## src/rtl/ram_loader_if.sv

```systemverilog
// Host byte handshake and shared-bus strobes between a program host and the loader.
interface ram_loader_if #(
  parameter int unsigned DATA_W = 8
);
  logic              host_valid;
  logic [DATA_W-1:0] host_data;
  logic              host_last;
  logic              host_ready;
  logic              bus_drive;
  logic [DATA_W-1:0] bus_out;
  logic              mar_read_from_bus;
  logic              ram_read_from_bus;

  // Host / bus-observer side
  modport master (
    output host_valid, host_data, host_last,
    input  host_ready, bus_drive, bus_out, mar_read_from_bus, ram_read_from_bus
  );

  // Loader side
  modport slave (
    input  host_valid, host_data, host_last,
    output host_ready, bus_drive, bus_out, mar_read_from_bus, ram_read_from_bus
  );
endinterface

```

## src/rtl/ram_loader.sv

```systemverilog
// Loads a host-supplied program into RAM over the shared bus while holding the CPU.
// Each byte costs three cycles: host accept, MAR address strobe, RAM data strobe.
module ram_loader #(
  parameter int unsigned ADDR_W = 4,
  parameter int unsigned DATA_W = 8
) (
  input  logic              clk,
  input  logic              rst,
  input  logic              start,
  ram_loader_if.slave       bus,
  output logic              cpu_hold,
  output logic              busy,
  output logic              done,
  output logic              error,
  output logic [ADDR_W:0]   byte_count
);

  typedef enum logic [2:0] {
    IDLE,
    WAIT_BYTE,
    LOAD_MAR,
    LOAD_RAM,
    FINISH
  } state_t;

  state_t            state;
  logic [ADDR_W-1:0] addr;
  logic [DATA_W-1:0] data_q;
  logic              last_q;

  // Every output is a register set for the state being entered, so nothing
  // from host_* reaches the bus combinationally.
  always_ff @(posedge clk) begin
    if (rst) begin
      state                 <= IDLE;
      addr                  <= '0;
      data_q                <= '0;
      last_q                <= 1'b0;
      byte_count            <= '0;
      done                  <= 1'b0;
      error                 <= 1'b0;
      cpu_hold              <= 1'b0;
      busy                  <= 1'b0;
      bus.host_ready        <= 1'b0;
      bus.bus_drive         <= 1'b0;
      bus.bus_out           <= '0;
      bus.mar_read_from_bus <= 1'b0;
      bus.ram_read_from_bus <= 1'b0;
    end else if ((state == IDLE || state == FINISH) && start) begin
      state          <= WAIT_BYTE;
      addr           <= '0;
      byte_count     <= '0;
      done           <= 1'b0;
      error          <= 1'b0;
      cpu_hold       <= 1'b1;
      busy           <= 1'b1;
      bus.host_ready <= 1'b1;
    end else begin
      case (state)
        WAIT_BYTE: begin
          if (bus.host_valid) begin
            state                 <= LOAD_MAR;
            data_q                <= bus.host_data;
            last_q                <= bus.host_last;
            bus.host_ready        <= 1'b0;
            bus.bus_drive         <= 1'b1;
            bus.bus_out           <= DATA_W'(addr);
            bus.mar_read_from_bus <= 1'b1;
          end
        end
        LOAD_MAR: begin
          state                 <= LOAD_RAM;
          bus.bus_out           <= data_q;
          bus.mar_read_from_bus <= 1'b0;
          bus.ram_read_from_bus <= 1'b1;
        end
        LOAD_RAM: begin
          bus.bus_drive         <= 1'b0;
          bus.bus_out           <= '0;
          bus.ram_read_from_bus <= 1'b0;
          byte_count            <= byte_count + (ADDR_W + 1)'(1);
          if (last_q || addr == '1) begin
            // Top address written without host_last: stop rather than wrap.
            state    <= FINISH;
            error    <= ~last_q;
            done     <= 1'b1;
            cpu_hold <= 1'b0;
            busy     <= 1'b0;
          end else begin
            state          <= WAIT_BYTE;
            addr           <= addr + ADDR_W'(1);
            bus.host_ready <= 1'b1;
          end
        end
        default: ;
      endcase
    end
  end

endmodule

```

## src/flat_wrapper.sv

```systemverilog
// flat-port wrapper written by rule: the top's interface ports become plain ports
module ram_loader_flat 
#(
  parameter int unsigned ADDR_W = 4,
  parameter int unsigned DATA_W = 8
)
  (clk, rst, start, cpu_hold, busy, done, error, byte_count, bus_host_valid, bus_host_data, bus_host_last, bus_host_ready, bus_bus_drive, bus_bus_out, bus_mar_read_from_bus, bus_ram_read_from_bus);
  ram_loader_if #(.DATA_W(DATA_W)) bus_i ();
  input  logic clk;
  input  logic rst;
  input  logic start;
  output logic cpu_hold;
  output logic busy;
  output logic done;
  output logic error;
  output logic [ADDR_W:0] byte_count;
  input wire logic [$bits(bus_i.host_valid)-1:0] bus_host_valid;
  input wire logic [$bits(bus_i.host_data)-1:0] bus_host_data;
  input wire logic [$bits(bus_i.host_last)-1:0] bus_host_last;
  output wire logic [$bits(bus_i.host_ready)-1:0] bus_host_ready;
  output wire logic [$bits(bus_i.bus_drive)-1:0] bus_bus_drive;
  output wire logic [$bits(bus_i.bus_out)-1:0] bus_bus_out;
  output wire logic [$bits(bus_i.mar_read_from_bus)-1:0] bus_mar_read_from_bus;
  output wire logic [$bits(bus_i.ram_read_from_bus)-1:0] bus_ram_read_from_bus;
  assign bus_i.host_valid = bus_host_valid;
  assign bus_i.host_data = bus_host_data;
  assign bus_i.host_last = bus_host_last;
  assign bus_host_ready = bus_i.host_ready;
  assign bus_bus_drive = bus_i.bus_drive;
  assign bus_bus_out = bus_i.bus_out;
  assign bus_mar_read_from_bus = bus_i.mar_read_from_bus;
  assign bus_ram_read_from_bus = bus_i.ram_read_from_bus;
  ram_loader #(.ADDR_W(ADDR_W), .DATA_W(DATA_W)) u_core (.clk(clk), .rst(rst), .start(start), .bus(bus_i), .cpu_hold(cpu_hold), .busy(busy), .done(done), .error(error), .byte_count(byte_count));
endmodule
```

## config.mk

```make
export PLATFORM = sky130hd
export DESIGN_NAME = ram_loader_flat
export DESIGN_NICKNAME = d
export VERILOG_FILES = /design/src/rtl/ram_loader_if.sv /design/src/rtl/ram_loader.sv /design/src/flat_wrapper.sv
export SDC_FILE = /design/constraint.sdc
export NUM_CORES = 1
export LEC_CHECK = 0
export CAP_MARGIN = 10
export CORE_MARGIN = 2
export CORE_UTILIZATION = 45
export DETAILED_ROUTE_END_ITERATION = 10
export PLACE_DENSITY = 0.73
export SYNTH_ARGS = -nofsm -noshare
export SYNTH_HDL_FRONTEND = slang
export SYNTH_SLANG_ARGS = --single-unit
```

## constraint.sdc

```tcl
create_clock -name clk -period 3.15 [get_ports clk]
set_input_delay 0.4725 -clock clk [delete_from_list [all_inputs] [get_ports clk]]
set_output_delay 0.4725 -clock clk [all_outputs]
set_load 0.01 [all_outputs]
```

==> summary.txt <==
Hold Path Stages -> 2
EDFF count, synth -> 0
Worst VDD drop -> 0.0002649 V
Gpl congestion -> 0.8259
CTS tree -> built
Cells resized by post-CTS repair -> 0
Crit. End Element -> primary output
Worst-skew pair later-pin latency -> 330 ps
Initial core utilization -> 47.48%
CP max-delay cell -> clkdlybuf4s50_1
Initial antenna violation count -> 0
DP Wirelength -> 2133 um
Routed Antenna Nets -> 0
Max FO, Critical Path -> 4
Final hold slack -> 460.2 ps
Setup violators final -> 0
Max H-tree Level -> 2
Wire per inst -> 12.40 um
Setup_tns -> 0 ps
Worst path max stage delay -> 560 ps
CTS sink cnt -> 36
Area added between synthesis and finish -> 25.43%
Area share of the largest cell type after synthesis -> 49.32%
Worst path required time -> 2680 ps
Worst setup SP type -> register
Leading area contributor after synthesis -> dfxtp_1
CP delay by family, top -> buffers and inverters
Critical path cell sequence -> clkdlybuf4s50_1
Cts hold-fix bufs -> 0
Fmax -> 568.2 MHz
Largest net degree at the start of global routing -> 25
Final nets -> 215
Min Tclk post-route -> 1760 ps
Main area contributors after synthesis -> dfxtp_1 (49%), nor2_1 (6.7%), nand2_1 (6.2%)
Max cap viols -> 0
Vias in the first global route -> 1189
Min-delay worst type -> reg -> reg
Share of cells above drive strength 1 -> 6.061%
Ant diodes -> 0
All-layer global routing usage -> 18.75%
Crit Path Category -> reg -> out
Warning count from the yosys run -> 0
CP bufs+invs -> 1
Site row count -> 20
Die width -> 60.99 um
Cells after Synth -> 168
Die H -> 60.99 um
Library cells used by synthesis -> 32
Critical Path Stages -> 1
Detailed Route WL -> 3002 um
Vias -> 1236
IO buf count -> 33
Core area -> 0.003078 mm2
Clk slew on worst S/H paths -> 90 ps
Leak -> 0.6547 nW
DRT Pass-1 Iters -> 4
Crit path DAT -> 1290 ps
Root Driver -> clkbuf_4
Die area -> 0.003719 mm2
RSZ-0062 raised after global routing -> no
Slew @ Worst Pin -> 460.6 ps
GRT overflow -> 0
Top FF cell, synth -> dfxtp_1
First-pass GRT wire length -> 5037 um
Syn Area/Cell -> 8.699 um2
Most common cell in the netlist -> dfxtp_1
TritonCTS Buffers -> 5
Starting DRC count in detailed routing -> 32
R2R cell count -> 4
Most common library cells after synthesis -> dfxtp_1 (36), nor2_1 (26), nand2_1 (24), a21oi_1 (17), nor3_1 (8)
Async set-reset flop share out of synthesis -> 0%
Final Hold Fails -> 0
Power density over the cells -> 485.1 mW/mm2
Sequential-to-total area share from yosys stat -> 49.32%
Final-layout fill cell count -> 300
Rel. slew slack -> 69.29%
Drc violations -> 0
Final period util -> 55.88%
Synth Register Bits -> 36
Clock Skew -> 4.848 ps
Outcome -> finished clean
Slew Limit Fails -> 0
Synth Cell Area -> 0.001461 mm2
Bufs on Longest Clock Path -> 2
Postcts setup bufs -> 0
Via density per instance -> 5.107
# IOs -> 34
Net Count, Synth -> 183
==> power by group <==
| part | switching (W) | internal, W | leakage (nW) |
|---|---|---|---|
| combinational | 0.0000871 | 0.0000846 | 0.339 |
| sequential | 0.0000255 | 0.000485 | 0.292 |
| clock | 0.000133 | 0.0000745 | 0.0230 |
==> metrics by stage <==
| stage | power (W) | setup slack [ps] | utilization, % | cell area, um2 | std cells |
|---|---|---|---|---|---|
| floorplan | 0.0006207 | 1810 | - | 1461 | 168 |
| finish | 0.0008892 | 1390 | 59.55 | 1833 | 242 |
| global route | 0.0009455 | 1306 | 59.55 | 1833 | 242 |
| global placement | 0.0006876 | 1282 | 58.33 | 1795 | 237 |
| CTS | 0.0008974 | 1370 | 59.55 | 1833 | 242 |
| detailed placement | 0.0006914 | 1244 | 58.33 | 1795 | 237 |
==> metal layers <==
metal / routed length (um) / vias to the layer above / GRT usage [%] / part of all wire (%)
met5: 0 / - / 0 / 0
met1: 1353 / 574 / 21.45 / 45
li1: - / 621 / - / -
met2: 1425 / 33 / 30.72 / 47
met3: 144 / 8 / 5.544 / 4.8
met4: 79 / 0 / 11.49 / 2.6
==> final timing paths <==
check,from,endpoint,slack [ps]
worst max-delay path,u_core.byte_count[2],byte_count[2],1390
worst min-delay path,u_core.data_q[0],u_core.data_q[0],460
worst max register to register,u_core.state[1],u_core.error,1550
worst min register to register,u_core.data_q[0],u_core.data_q[0],460
==> kinds of logic after synthesis <==
family / count (synthesis) / synth area share, %
simple gates: 82 / 27.40
mux: 1 / 0.6850
compound gates: 30 / 12.41
xor+xnor: 7 / 4.195
flops: 36 / 49.31
buf+inv: 10 / 4.280
fa+ha+maj: 2 / 1.712
==> flip-flops by register name, summed over array words and instances, names as in the netlist <==
register and cells:
u_core.state 3, u_core.bus.bus_drive 1, u_core.bus.ram_read_from_bus 1, u_core.bus.bus_out 8
u_core.bus.mar_read_from_bus 1, u_core.cpu_hold 1, u_core.bus.host_ready 1, u_core.byte_count 5
u_core.done 1, u_core.data_q 8, u_core.error 1, u_core.addr 4
u_core.last_q 1
==> cells in the final DEF (no fill, tap or decap), types with 2 or more instances in the layout <==
| cell type | netlist | final |
|---|---|---|
| dfxtp_1 | 36 | 36 |
| clkdlybuf4s50_1 | 0 | 33 |
| nor2_1 | 26 | 26 |
| nand2_1 | 24 | 24 |
| a21oi_1 | 17 | 17 |
| nor3_1 | 8 | 8 |
| nand2b_1 | 6 | 6 |
| xor2_1 | 6 | 6 |
| nor2b_1 | 5 | 5 |
| o21ai_0 | 5 | 5 |
| clkbuf_4 | 0 | 5 |
| a22oi_1 | 4 | 4 |
| nand3_2 | 2 | 2 |
| a31oi_1 | 2 | 2 |
| nand4_1 | 2 | 2 |
| ha_1 | 2 | 2 |
==> layout make-up <==
type	count	area (um2)	share of cell area, %
clock buffer	5	37.54	2.048
inverter	1	3.754	0.2048
multi-input combinational	122	678.2	37.00
sequential	36	720.7	39.32
tap	44	55.05	3.003
timing repair buffer	34	337.8	18.43
Power figures use the tool's default switching activity.
==> variant: new RTL, config.mk and constraints unchanged <==
`DATA_W` is set to 8 in 3 places; all go to 10.
--- a/src/rtl/ram_loader_if.sv
+++ b/src/rtl/ram_loader_if.sv
@@ -1,6 +1,6 @@
 // Host byte handshake and shared-bus strobes between a program host and the loader.
 interface ram_loader_if #(
-  parameter int unsigned DATA_W = 8
+  parameter int unsigned DATA_W = 10
 );
   logic              host_valid;
   logic [DATA_W-1:0] host_data;
--- a/src/rtl/ram_loader.sv
+++ b/src/rtl/ram_loader.sv
@@ -2,7 +2,7 @@
 // Each byte costs three cycles: host accept, MAR address strobe, RAM data strobe.
 module ram_loader #(
   parameter int unsigned ADDR_W = 4,
-  parameter int unsigned DATA_W = 8
+  parameter int unsigned DATA_W = 10
 ) (
   input  logic              clk,
   input  logic              rst,
--- a/src/flat_wrapper.sv
+++ b/src/flat_wrapper.sv
@@ -2,7 +2,7 @@
 module ram_loader_flat 
 #(
   parameter int unsigned ADDR_W = 4,
-  parameter int unsigned DATA_W = 8
+  parameter int unsigned DATA_W = 10
 )
   (clk, rst, start, cpu_hold, busy, done, error, byte_count, bus_host_valid, bus_host_data, bus_host_last, bus_host_ready, bus_bus_drive, bus_bus_out, bus_mar_read_from_bus, bus_ram_read_from_bus);
   ram_loader_if #(.DATA_W(DATA_W)) bus_i ();
Interface: changed (resized bus_bus_out and bus_host_data); port bits go from 34 to 38. No check against the original RTL was run, so the function may have changed too.
==> variant against the unedited design <==
- sequential cell count increased by 4
- hold slack improved by 0.00057 ns
- setup slack got worse by 0.0086 ns
- global-route usage increased by 0.28 points
- area after synthesis increased by 13%
- routed wire length increased by 16%
- design area increased by 16%
- non-clock buffer count increased by 4
- via count increased by 18%
- maximum frequency decreased by 0.49%
- power increased by 15%
- register-to-register slack got worse by 0.13 ns
- largest cell class unchanged
- highest routed layer unchanged
==> variant: results (changes against the unedited design) <==
Max Fanout on Critical Path 7 (was 4); first-pass GRT wire length 6140 um (was 5040 um); latest clock arrival within the worst-skew pair 0.29 ns (was 0.33 ns); distinct cell type count after synthesis 35 (was 32); Synth top cells by count dfxtp_1 (40), a21oi_1 (36), nand2_1 (32), o21ai_0 (12) (was dfxtp_1 (36), nor2_1 (26), nand2_1 (24), a21oi_1 (17), nor3_1 (8)); Net Sw Frac 24.8% (was 27.6%); compound-cell area share of the yosys netlist 22.8% (was 12.4%); Register-to-Register Setup Slack 1.42 ns (was 1.55 ns); top flop regs u_core.bus.bus_out x10, u_core.data_q x10, u_core.byte_count x5 (was u_core.bus.bus_out x8, u_core.data_q x8, u_core.byte_count x5); xor/xnor share of the synthesized area 0.531% (was 4.20%); Avg WL per Cell 12.7 um (was 12.4 um); Post-DP HPWL 2340 um (was 2130 um); Syn Nets 210 (was 183); share of cells above drive strength 1 6.58% (was 6.06%); Adder-Cell Fraction of Synth Area 1.52% (was 1.71%); vias per cell 5.28 (was 5.11); skew final 0.00798 ns (was 0.00485 ns); initial DRC count 107 (was 32); largest net degree at the start of global routing 29 (was 25); total track usage 19.0% (was 18.8%); worst r2r path cells 3 (was 4); vias in the first global route 1342 (was 1189); Area contributors post-synth dfxtp_1 (49%), a21oi_1 (11%), nand2_1 (7.3%), o21ai_0 (3.6%), a211oi_1 (2.7%) (was dfxtp_1 (49%), nor2_1 (6.7%), nand2_1 (6.2%), a21oi_1 (5.8%), xor2_1 (3.6%)); root buffer cell clkbuf_8 (was clkbuf_4); RePlAce Congestion 0.748 (was 0.826); Max rail drop VDD 294 uV (was 265 uV); mux share of post-synthesis cell area 0.607% (was 0.685%); sequential area share after synthesis 48.5% (was 49.3%); IO buf count 37 (was 33); worst slew margin relative to its limit 47.0% (was 69.3%); outcome complete, no violations (unchanged)
variant: cell count changes after synthesis, sizes merged, moves of 4 or more:
cell and change:
nand2 +8, dfxtp +4, nor2 -20, o21ai +7
a211oi +5, a21oi +19, xor2 -6, o2bb2ai +4
nor3 -6, a22oi -4, inv +5
variant: worst reg2reg max path, delay by kind of cell, from the launching register on:
| family | cells | cell delay [ns] |
|---|---|---|
| and+or+nand+nor | 2 | 0.91 |
| AOI/OAI and AO/OA | 1 | 0.06 |
| DFF | 1 | 0.63 |
variant: routing by layer:
layer | up-vias | part of all wire [%] | global-route usage [%]
met1 | 677 | 48 | 24.0
met3 | 2 | 3.8 | 5.90
met2 | 30 | 47 | 31.3
li1 | 747 | - | -
met4 | 0 | 0.60 | 5.59
met5 | - | 0 | 0
variant: power groups by stage:
stage	sequential [mW]	combinational (mW)	clock, mW
after floorplan	0.558	0.0770	0
after global placement	0.559	0.132	0
after detailed placement	0.560	0.133	0
after CTS	0.548	0.134	0.357
after global routing	0.552	0.150	0.380
final	0.549	0.132	0.345
variant: layout make-up:
cell class	instances	area share (%)
sequential	40	37.7
multi-input combinational	136	36.3
timing repair buffer	38	17.8
clock buffer	6	3.89
tap	48	2.83
inverter	6	1.06
clock inverter	2	0.471
variant: kinds of logic after synthesis:
group / count (synthesis)
AND/OR/NAND/NOR: 67
AO/OA/AOI/OAI: 65
flip-flops: 40
buffers and inverters: 17
adder cells (fa/ha/maj): 2
XOR/XNOR: 1
multiplexers: 1
variant: path summary, 6_finish.rpt:
path | start | end
worst min-delay path | u_core.data_q[0] | u_core.data_q[0]
worst max-delay path | u_core.byte_count[2] | byte_count[2]
worst min register to register | u_core.data_q[0] | u_core.data_q[0]
worst max register to register | u_core.state[1] | u_core.bus.mar_read_from_bus
variant: metrics by stage:
stage	utilization [%]	setup WS (ns)	hold WS (ns)	cells	cell area [um2]
after floorplan	-	1.68	0.437	193	1650
after global placement	56.3	1.13	0.446	268	2030
after detailed placement	56.3	1.09	0.447	268	2030
after CTS	58.9	1.37	0.457	276	2120
after global routing	58.9	1.21	0.482	276	2120
final	58.9	1.38	0.461	276	2120
